<file path="src/rtl/mem_port_arbiter.sv">
// mem_port_arbiter
// Shares one single-ported synchronous RAM between instruction fetch (IF) and
// load/store (MEM). Each access is issued in IDLE, waits out the fixed RAM read
// latency, and completes with a one-cycle ready pulse. Data requests win over
// fetches. A halt request drains outstanding work and then parks the port.
//
// state  | meaning
// -------+------------------------------------------------------------
// IDLE   | port free; may issue a data access or a fetch, or park
// D_BUSY | data access in flight; cnt counts down the RAM latency
// I_BUSY | fetch in flight; cnt counts down the RAM latency
// RESP_D | mem_ready pulse; never issues, so the request is not repeated
// RESP_I | if_ready pulse; never issues, so the request is not repeated
// HALTED | parked; requests ignored until reset
//
// Ports
//   clk, reset_n                      clock, async active-low reset
//   if_req, if_addr                   fetch request (held until if_ready)
//   if_rdata, if_ready, stall_if      fetch result, completion pulse, IF stall
//   mem_read, mem_write               load/store request levels
//   mem_addr, mem_wdata               load/store address and store data
//   mem_rdata, mem_ready, stall_mem   load result, completion pulse, MEM stall
//   halt_req, halted                  halt request pulse, sticky parked flag
//   ram_en, ram_we, ram_addr,
//   ram_wdata, ram_rdata              RAM port
module mem_port_arbiter #(
  parameter int ADDR_W  = 9,
  parameter int DATA_W  = 32,
  parameter int MEM_LAT = 2
) (
  input  logic              clk,
  input  logic              reset_n,
  input  logic              if_req,
  input  logic [ADDR_W-1:0] if_addr,
  output logic [DATA_W-1:0] if_rdata,
  output logic              if_ready,
  output logic              stall_if,
  input  logic              mem_read,
  input  logic              mem_write,
  input  logic [ADDR_W-1:0] mem_addr,
  input  logic [DATA_W-1:0] mem_wdata,
  output logic [DATA_W-1:0] mem_rdata,
  output logic              mem_ready,
  output logic              stall_mem,
  input  logic              halt_req,
  output logic              halted,
  output logic              ram_en,
  output logic              ram_we,
  output logic [ADDR_W-1:0] ram_addr,
  output logic [DATA_W-1:0] ram_wdata,
  input  logic [DATA_W-1:0] ram_rdata
);

  localparam int CNT_W = (MEM_LAT > 1) ? $clog2(MEM_LAT) : 1;
  localparam logic [CNT_W-1:0] CNT_INIT = CNT_W'(MEM_LAT - 1);

  typedef enum logic [2:0] {
    IDLE,
    D_BUSY,
    I_BUSY,
    RESP_D,
    RESP_I,
    HALTED
  } state_t;

  state_t           state, state_nxt;
  logic [CNT_W-1:0] cnt, cnt_nxt;
  logic             halt_pending;
  logic             d_we;
  logic             issue_d, issue_i;
  logic             issue_ok_d, issue_ok_i;

  always_ff @(posedge clk or negedge reset_n) begin
    if (!reset_n) begin
      state        <= IDLE;
      cnt          <= '0;
      halt_pending <= 1'b0;
      d_we         <= 1'b0;
      if_rdata     <= '0;
      mem_rdata    <= '0;
    end else begin
      state <= state_nxt;
      cnt   <= cnt_nxt;
      if (halt_req) halt_pending <= 1'b1;
      if (issue_d) d_we <= mem_write;
      // stores complete without touching the last load result
      if (state == D_BUSY && cnt == '0 && !d_we) mem_rdata <= ram_rdata;
      if (state == I_BUSY && cnt == '0) if_rdata <= ram_rdata;
    end
  end

  always_comb begin
    state_nxt = state;
    cnt_nxt   = cnt;
    issue_d   = 1'b0;
    issue_i   = 1'b0;
    case (state)
      IDLE: begin
        if (mem_read || mem_write) begin
          issue_d   = 1'b1;
          state_nxt = D_BUSY;
          cnt_nxt   = CNT_INIT;
        end else if (halt_pending || halt_req) begin
          state_nxt = HALTED;
        end else if (if_req) begin
          issue_i   = 1'b1;
          state_nxt = I_BUSY;
          cnt_nxt   = CNT_INIT;
        end
      end
      D_BUSY: begin
        if (cnt == '0) state_nxt = RESP_D;
        else           cnt_nxt   = cnt - CNT_W'(1);
      end
      I_BUSY: begin
        if (cnt == '0) state_nxt = RESP_I;
        else           cnt_nxt   = cnt - CNT_W'(1);
      end
      RESP_D:  state_nxt = IDLE;
      RESP_I:  state_nxt = IDLE;
      HALTED:  state_nxt = HALTED;
      default: state_nxt = IDLE;
    endcase
  end

  // The strobe is gated by reset so the RAM sees nothing while reset is held,
  // even if a requester keeps its request line up.
  assign issue_ok_d = issue_d & reset_n;
  assign issue_ok_i = issue_i & reset_n;

  assign ram_en    = issue_ok_d | issue_ok_i;
  assign ram_we    = issue_ok_d & mem_write;
  assign ram_addr  = issue_ok_d ? mem_addr : (issue_ok_i ? if_addr : '0);
  assign ram_wdata = issue_ok_d ? mem_wdata : '0;

  assign mem_ready = (state == RESP_D);
  assign if_ready  = (state == RESP_I);
  assign halted    = (state == HALTED);

  assign stall_if  = (if_req & ~if_ready) | halted;
  assign stall_mem = (mem_read | mem_write) & ~mem_ready;

endmodule

</file>
<file path="config.mk">
export PLATFORM = sky130hd
export DESIGN_NAME = mem_port_arbiter
export DESIGN_NICKNAME = d
export VERILOG_FILES = /design/src/rtl/mem_port_arbiter.sv
export SDC_FILE = /design/constraint.sdc
export NUM_CORES = 1
export LEC_CHECK = 0
export CAP_MARGIN = 25
export CORE_MARGIN = 2
export CORE_UTILIZATION = 25
export CTS_CLUSTER_SIZE = 25
export DETAILED_ROUTE_END_ITERATION = 10
export HOLD_SLACK_MARGIN = 0.06
export MAX_ROUTING_LAYER = met4
export PLACE_DENSITY = 0.72
export SYNTH_ARGS = -nofsm -noshare
export SYNTH_HDL_FRONTEND = slang
export SYNTH_SLANG_ARGS = --single-unit
</file>
<file path="constraint.sdc">
create_clock -name clk -period 1.8 [get_ports clk]
set_input_delay 0.36 -clock clk [delete_from_list [all_inputs] [get_ports clk]]
set_output_delay 0.36 -clock clk [all_outputs]
set_load 0.05 [all_outputs]
</file>
* After elaboration in Yosys (flattened, before gate mapping)
Cells that the tools add are included. Widths: inputs -> output; s select.
Word-level totals: word-level logic and storage cells 59, output and inout bits 112, input port bits 88, bits in registers 70
Cells by class: multiplexer cells 20, equal/unequal tests 10, bitwise logic cells 11, add/subtract/negate cells 1, reduce and logical (&&, ||, !) cells 11
Operator list (number):
- $mux 32 | 1
- $mux 9 | 2
- $mux 3 | 5
- $pmux 3 s4 | 1
- $mux 1 | 10
- $eq 3x2->1 const B | 2
- $eq 3x3->1 const B | 2
- $ne 3x3->1 const B | 2
- $reduce_and 3->1 | 2
- $and 1x1->1 | 5
- $ne 2x2->1 const B | 2
- $ne 4x4->1 const B | 1
- $eq 3x1->1 const B | 1
- $logic_and 1x1->1 | 3
- $logic_not 3->1 | 1
- $not 1->1 | 3
- $or 1x1->1 | 3
- $logic_or 1x1->1 | 2
- $pmux 1 s2 | 1
- $reduce_bool 2->1 | 1
- $reduce_or 2->1 | 1
- $logic_not 1->1 | 1
- $sub 1x1->1 const B | 1

* Depth between registers and ports, before layout
depth in word-level cells 7, depth in mapped cells 6, mapped depth without buffers 3

* Worst setup path before layout
No wires, ideal clock.
kind register to output, start point register state[1], end point output port stall_if, data required time 1.440 ns, arrival 1.800 ns, setup slack -0.360 ns, path buffers 1, cell stages (with the launch flop) 5, cell sequence dfrtp_1 -> buf_6 -> nand2b_1 -> nor2_1 -> a21o_1
On the way: elaborated cells between the ends (all ways) 5, those cells by class eq/ne (2); bitwise (3)
RTL lines:
- from (decl) | RTL line 66 | state_t state, state_nxt;
- from (signal assigned) | RTL line 82 | state <= state_nxt;
- $eq 3x3->1 | RTL line 138 | assign halted = (state == HALTED);
- named net halted | RTL line 46 | output logic halted,
- $or 1x1->1 | RTL line 140 | assign stall_if = (if_req & ~if_ready) | halted;
- to (decl) | RTL line 37 | output logic stall_if,
The timed path passes the listed nets, and every way through them passes these cells.

* Final worst setup path
start point register state[1], end point output port ram_wdata[23]
On the way: cells in the longest elaborated chain, start to end 4
Ends and longest elaborated chain:
- $logic_not 3->1 | RTL line 97 | case (state)
- $mux 1 | RTL line 97
- $and 1x1->1 | RTL line 128 | assign issue_ok_d = issue_d & reset_n;
- $mux 32 | RTL line 134 | assign ram_wdata = issue_ok_d ? mem_wdata : '0;
- to (decl) | RTL line 50 | output logic [DATA_W-1:0] ram_wdata,
No other way between the ends.

==> results.txt <==
----------------------------------------------------
[Run status]
  Run status ... complete, but fails checks
  Failing checks ... setup timing

[Yosys]
  Synth warnings ... 0
  Largest area contributor in the netlist ... dfrtp_1
  Cells taking the most area after synthesis ... dfrtp_1 56%, mux2_2 22%, and2_1 6.4%, a22o_1 2.8%, buf_6 1.4%
  Number of distinct library cells after synthesis ... 31
  Synthesized area per cell ... 13.5 um2
  Share of Yosys cell area claimed by the top area cell type ... 56.2%
  Synthesized netlist net count ... 319
  Share of flip-flops with an asynchronous set or reset ... 100%
  Sequential share of the synthesized area ... 56.2%
  Number of enable-type register cells in the synthesized netlist ... 0
  Number of register bits inferred by synthesis ... 70
  Most frequently used flop master after synthesis ... dfrtp_1
  Gate count of the mapped netlist ... 231
  Synthesized cell area ... 0.00312 mm2

[Timing]
  Slew HR ... 46.9%
  Fraction of the cycle the final worst path needs ... 122%
  Clock Skew ... 0.00585 ns
  Worst Max-Slew Pin Slew ... 0.796 ns
  Final critical-path setup slack ... -0.394 ns
  Number of endpoints failing setup at the final stage ... 80
  Post-route minimum period ... 2.19 ns
  Max Freq ... 456 MHz
  Hold violation total from the final report ... 0
  Fin. max-slew vios ... 0
  Unrepaired setup endpoints after global routing ... true

[Clock tree]
  Clk root buf ... clkbuf_16
  Clock sink count ... 70
  TritonCTS buffer count ... 9
  Clock-pin slew on the worst setup and hold paths ... 0.06 ns
  Clock insertion delay at the later pin of the skew report ... 0.33 ns
  Maximum count of clock buffers along a single path ... 2
  Maximum level of the CTS H-tree ... 3
  Clock tree from TritonCTS ... built

[Floorplan]
  Height of the die ... 116 um
  Starting density of the core ... 25.7%
  Die ar. ... 0.0134 mm2
  Number of placed I/O pins ... 200
  Die extent in x ... 116 um
  Area of the core ... 0.0121 mm2
  Number of placement rows ... 40

[Place]
  Final weighted congestion of routability-driven global placement ... 0.873
  Worst setup slack before clock tree synthesis ... -0.550 ns
  Number of input and output port buffers inserted ... 199
  Estimated wirelength of the detail-placed design ... 8890 um
  Standard cell area after detailed placement ... 0.00589 mm2

[Worst setup path]
  Crit path launch type ... flop
  Worst path arrival time ... 1.83 ns
  Element type at the critical path end ... primary output
  CP Cell Sequence ... nor3_4 -> and3_4 -> buf_4 -> clkbuf_16 -> and2_4 -> buf_12
  Maximum fanout encountered on the critical timing path ... 5
  Critical path data required time ... 1.44 ns
  Slowest stage cell on the critical path ... dfrtp_2
  Critical Path Max Stage Delay ... 0.43 ns
  Crit path kind ... reg2out

[Finish]
  Proportion of layout cells with a drive suffix above 1 ... 61.9%
  Final core occ ... 56.1%
  Final Instance Area ... 0.00679 mm2
  Layout net count ... 558
  Area growth from synthesis to layout ... 118%
  Diodes inserted ... 0

[Pwr]
  Leakage power of the design ... 3.05 nW
  Pwr per Cell Area ... 1930 mW/mm2
  Internal cell power ... 7.31 mW
  Clk pwr share ... 15.9%
  Part of the power in registers ... 21.8%
  Combinational fraction of design power ... 62.3%
  IR Drop Worst-Case VDD ... 1.27 mV
  Total power ... 13.1 mW
  Switching Share ... 44.2%
  Net switching power of the design ... 5.80 mW

[Global route]
  Sum of overflow across all layers after global routing ... 0
  Antenna violations before repair ... 0
  Via count of the first global-routing pass ... 3,037
  Largest net degree at the start of global routing ... 63
  All-layer global routing usage ... 18.3%
  Wire length of the first global-routing pass ... 17,500 um

[Route]
  Post-detailed-route count of antenna-violating nets ... 0
  Post-DR vias/cell ... 4.50
  DR vias ... 2,895
  WL/cell ... 19.4 um
  Post-route DRC violation count ... 0
  1st-pass router iterations ... 4
  Final Routed Wirelength ... 12,500 um
  First DRT Iteration DRCs ... 102

[Job]
  Max Cap Viol ... 0

[Hold path]
  Tightest Hold Check Type ... in2async

----------------------------------------------------
==> worst max-delay path: cells and delay by family, from the launching register on <==
family / cells / cell delay, ns
buf+inv: 3 / 0.42
flops: 1 / 0.43
simple gates: 3 / 0.67
==> worst paths after layout <==
| path | from | endpoint | slack, ns | cells after the start |
|---|---|---|---|---|
| max reg2reg | state[1] | mem_rdata[23] | -0.19 | 7 |
| max | state[1] | ram_wdata[23] | -0.39 | 6 |
| max in group asynchronous | reset_n | d_we | 0.93 | 3 |
| min reg2reg | if_rdata[31] | if_rdata[31] | 0.49 | 1 |
| min | reset_n | state[2] | 0.27 | 2 |
| min in group clk | if_rdata[31] | if_rdata[31] | 0.49 | 1 |
==> power by group through the flow <==
stage | Combinational (mW) | Sequential, mW | Clock (mW)
floorplan | 2.12 | 5.37 | 0
global placement | 7.20 | 2.81 | 0
detailed placement | 7.30 | 2.86 | 0
CTS | 8.22 | 2.86 | 2.15
global route | 8.50 | 2.94 | 2.22
finish | 8.18 | 2.85 | 2.09
==> flip-flops by register name (all words and copies together), names as in the netlist <==
signal,count
state,3
mem_rdata,32
if_rdata,32
halt_pending,1
cnt,1
d_we,1
==> synth_stat cells (all sizes together) (2+ instances only) <==
cell and instances:
nor3 2, nor2 6, and3 5, nor2b 2, clkbuf 4, nand2 2, nor4 2, dfrtp 70
mux2 64, or2 3, o21ai 2, inv 3, a22o 10, and2 32, a21o 2, buf 11
==> area by class of cell <==
| class | instances | area [um2] |
|---|---|---|
| repair buffers | 243 | 2870 |
| inverters | 3 | 11.3 |
| fillers | 1001 | 5320 |
| multi-input cells | 143 | 1590 |
| clock inverters | 5 | 104 |
| well taps | 168 | 210 |
| flip-flops and latches | 70 | 1750 |
| clock buffers | 11 | 253 |
==> routing by layer <==
metal	part of all wire (%)	GRT usage, %
met2	56	33.6
met5	0	-
met3	7.6	5.60
met4	3.1	7.14
met1	34	17.9
==> cells in the final DEF (no fill, tap or decap), types with 4 or more instances in the layout <==
master           count
a22o_4               8
and2_4              32
and3_4               4
buf_12              54
buf_4               85
buf_6                9
clkbuf_16           12
clkdlybuf4s50_1     83
dfrtp_1             69
mux2_2              31
mux2_4              32
==> through the flow <==
| step | TNS (ns) | cells | hold WS [ns] |
|---|---|---|---|
| 2_1_floorplan | -1.07 | 231 | 0.0644 |
| 3_3_place_gp | -20.02 | 605 | 0.321 |
| 3_5_place_dp | -21.07 | 605 | 0.323 |
| 4_1_cts | -18.14 | 637 | 0.284 |
| 5_1_grt | -23.75 | 643 | 0.335 |
| 6_report | -19.66 | 643 | 0.268 |
==> kinds of logic after synthesis <==
group / after synthesis / synth area share (%)
DFF: 70 / 56.2
muxes: 64 / 23.1
and+or+nand+nor: 60 / 12.1
AOI/OAI and AO/OA: 18 / 4.65
buffers and inverters: 18 / 3.65
xor gates and xnor gates: 1 / 0.281
==> timing repair <==
item / CTS / global route
cloned: 5 / 3
hold buffers: 1 / 0
endpoints found under the setup margin: 70 / 110
endpoints found under the hold margin: 8 / 0
pin swaps: 10 / 22
gates resized for setup: 66 / 14
setup buffers: 10 / 6
Power figures use the tool's default switching activity.
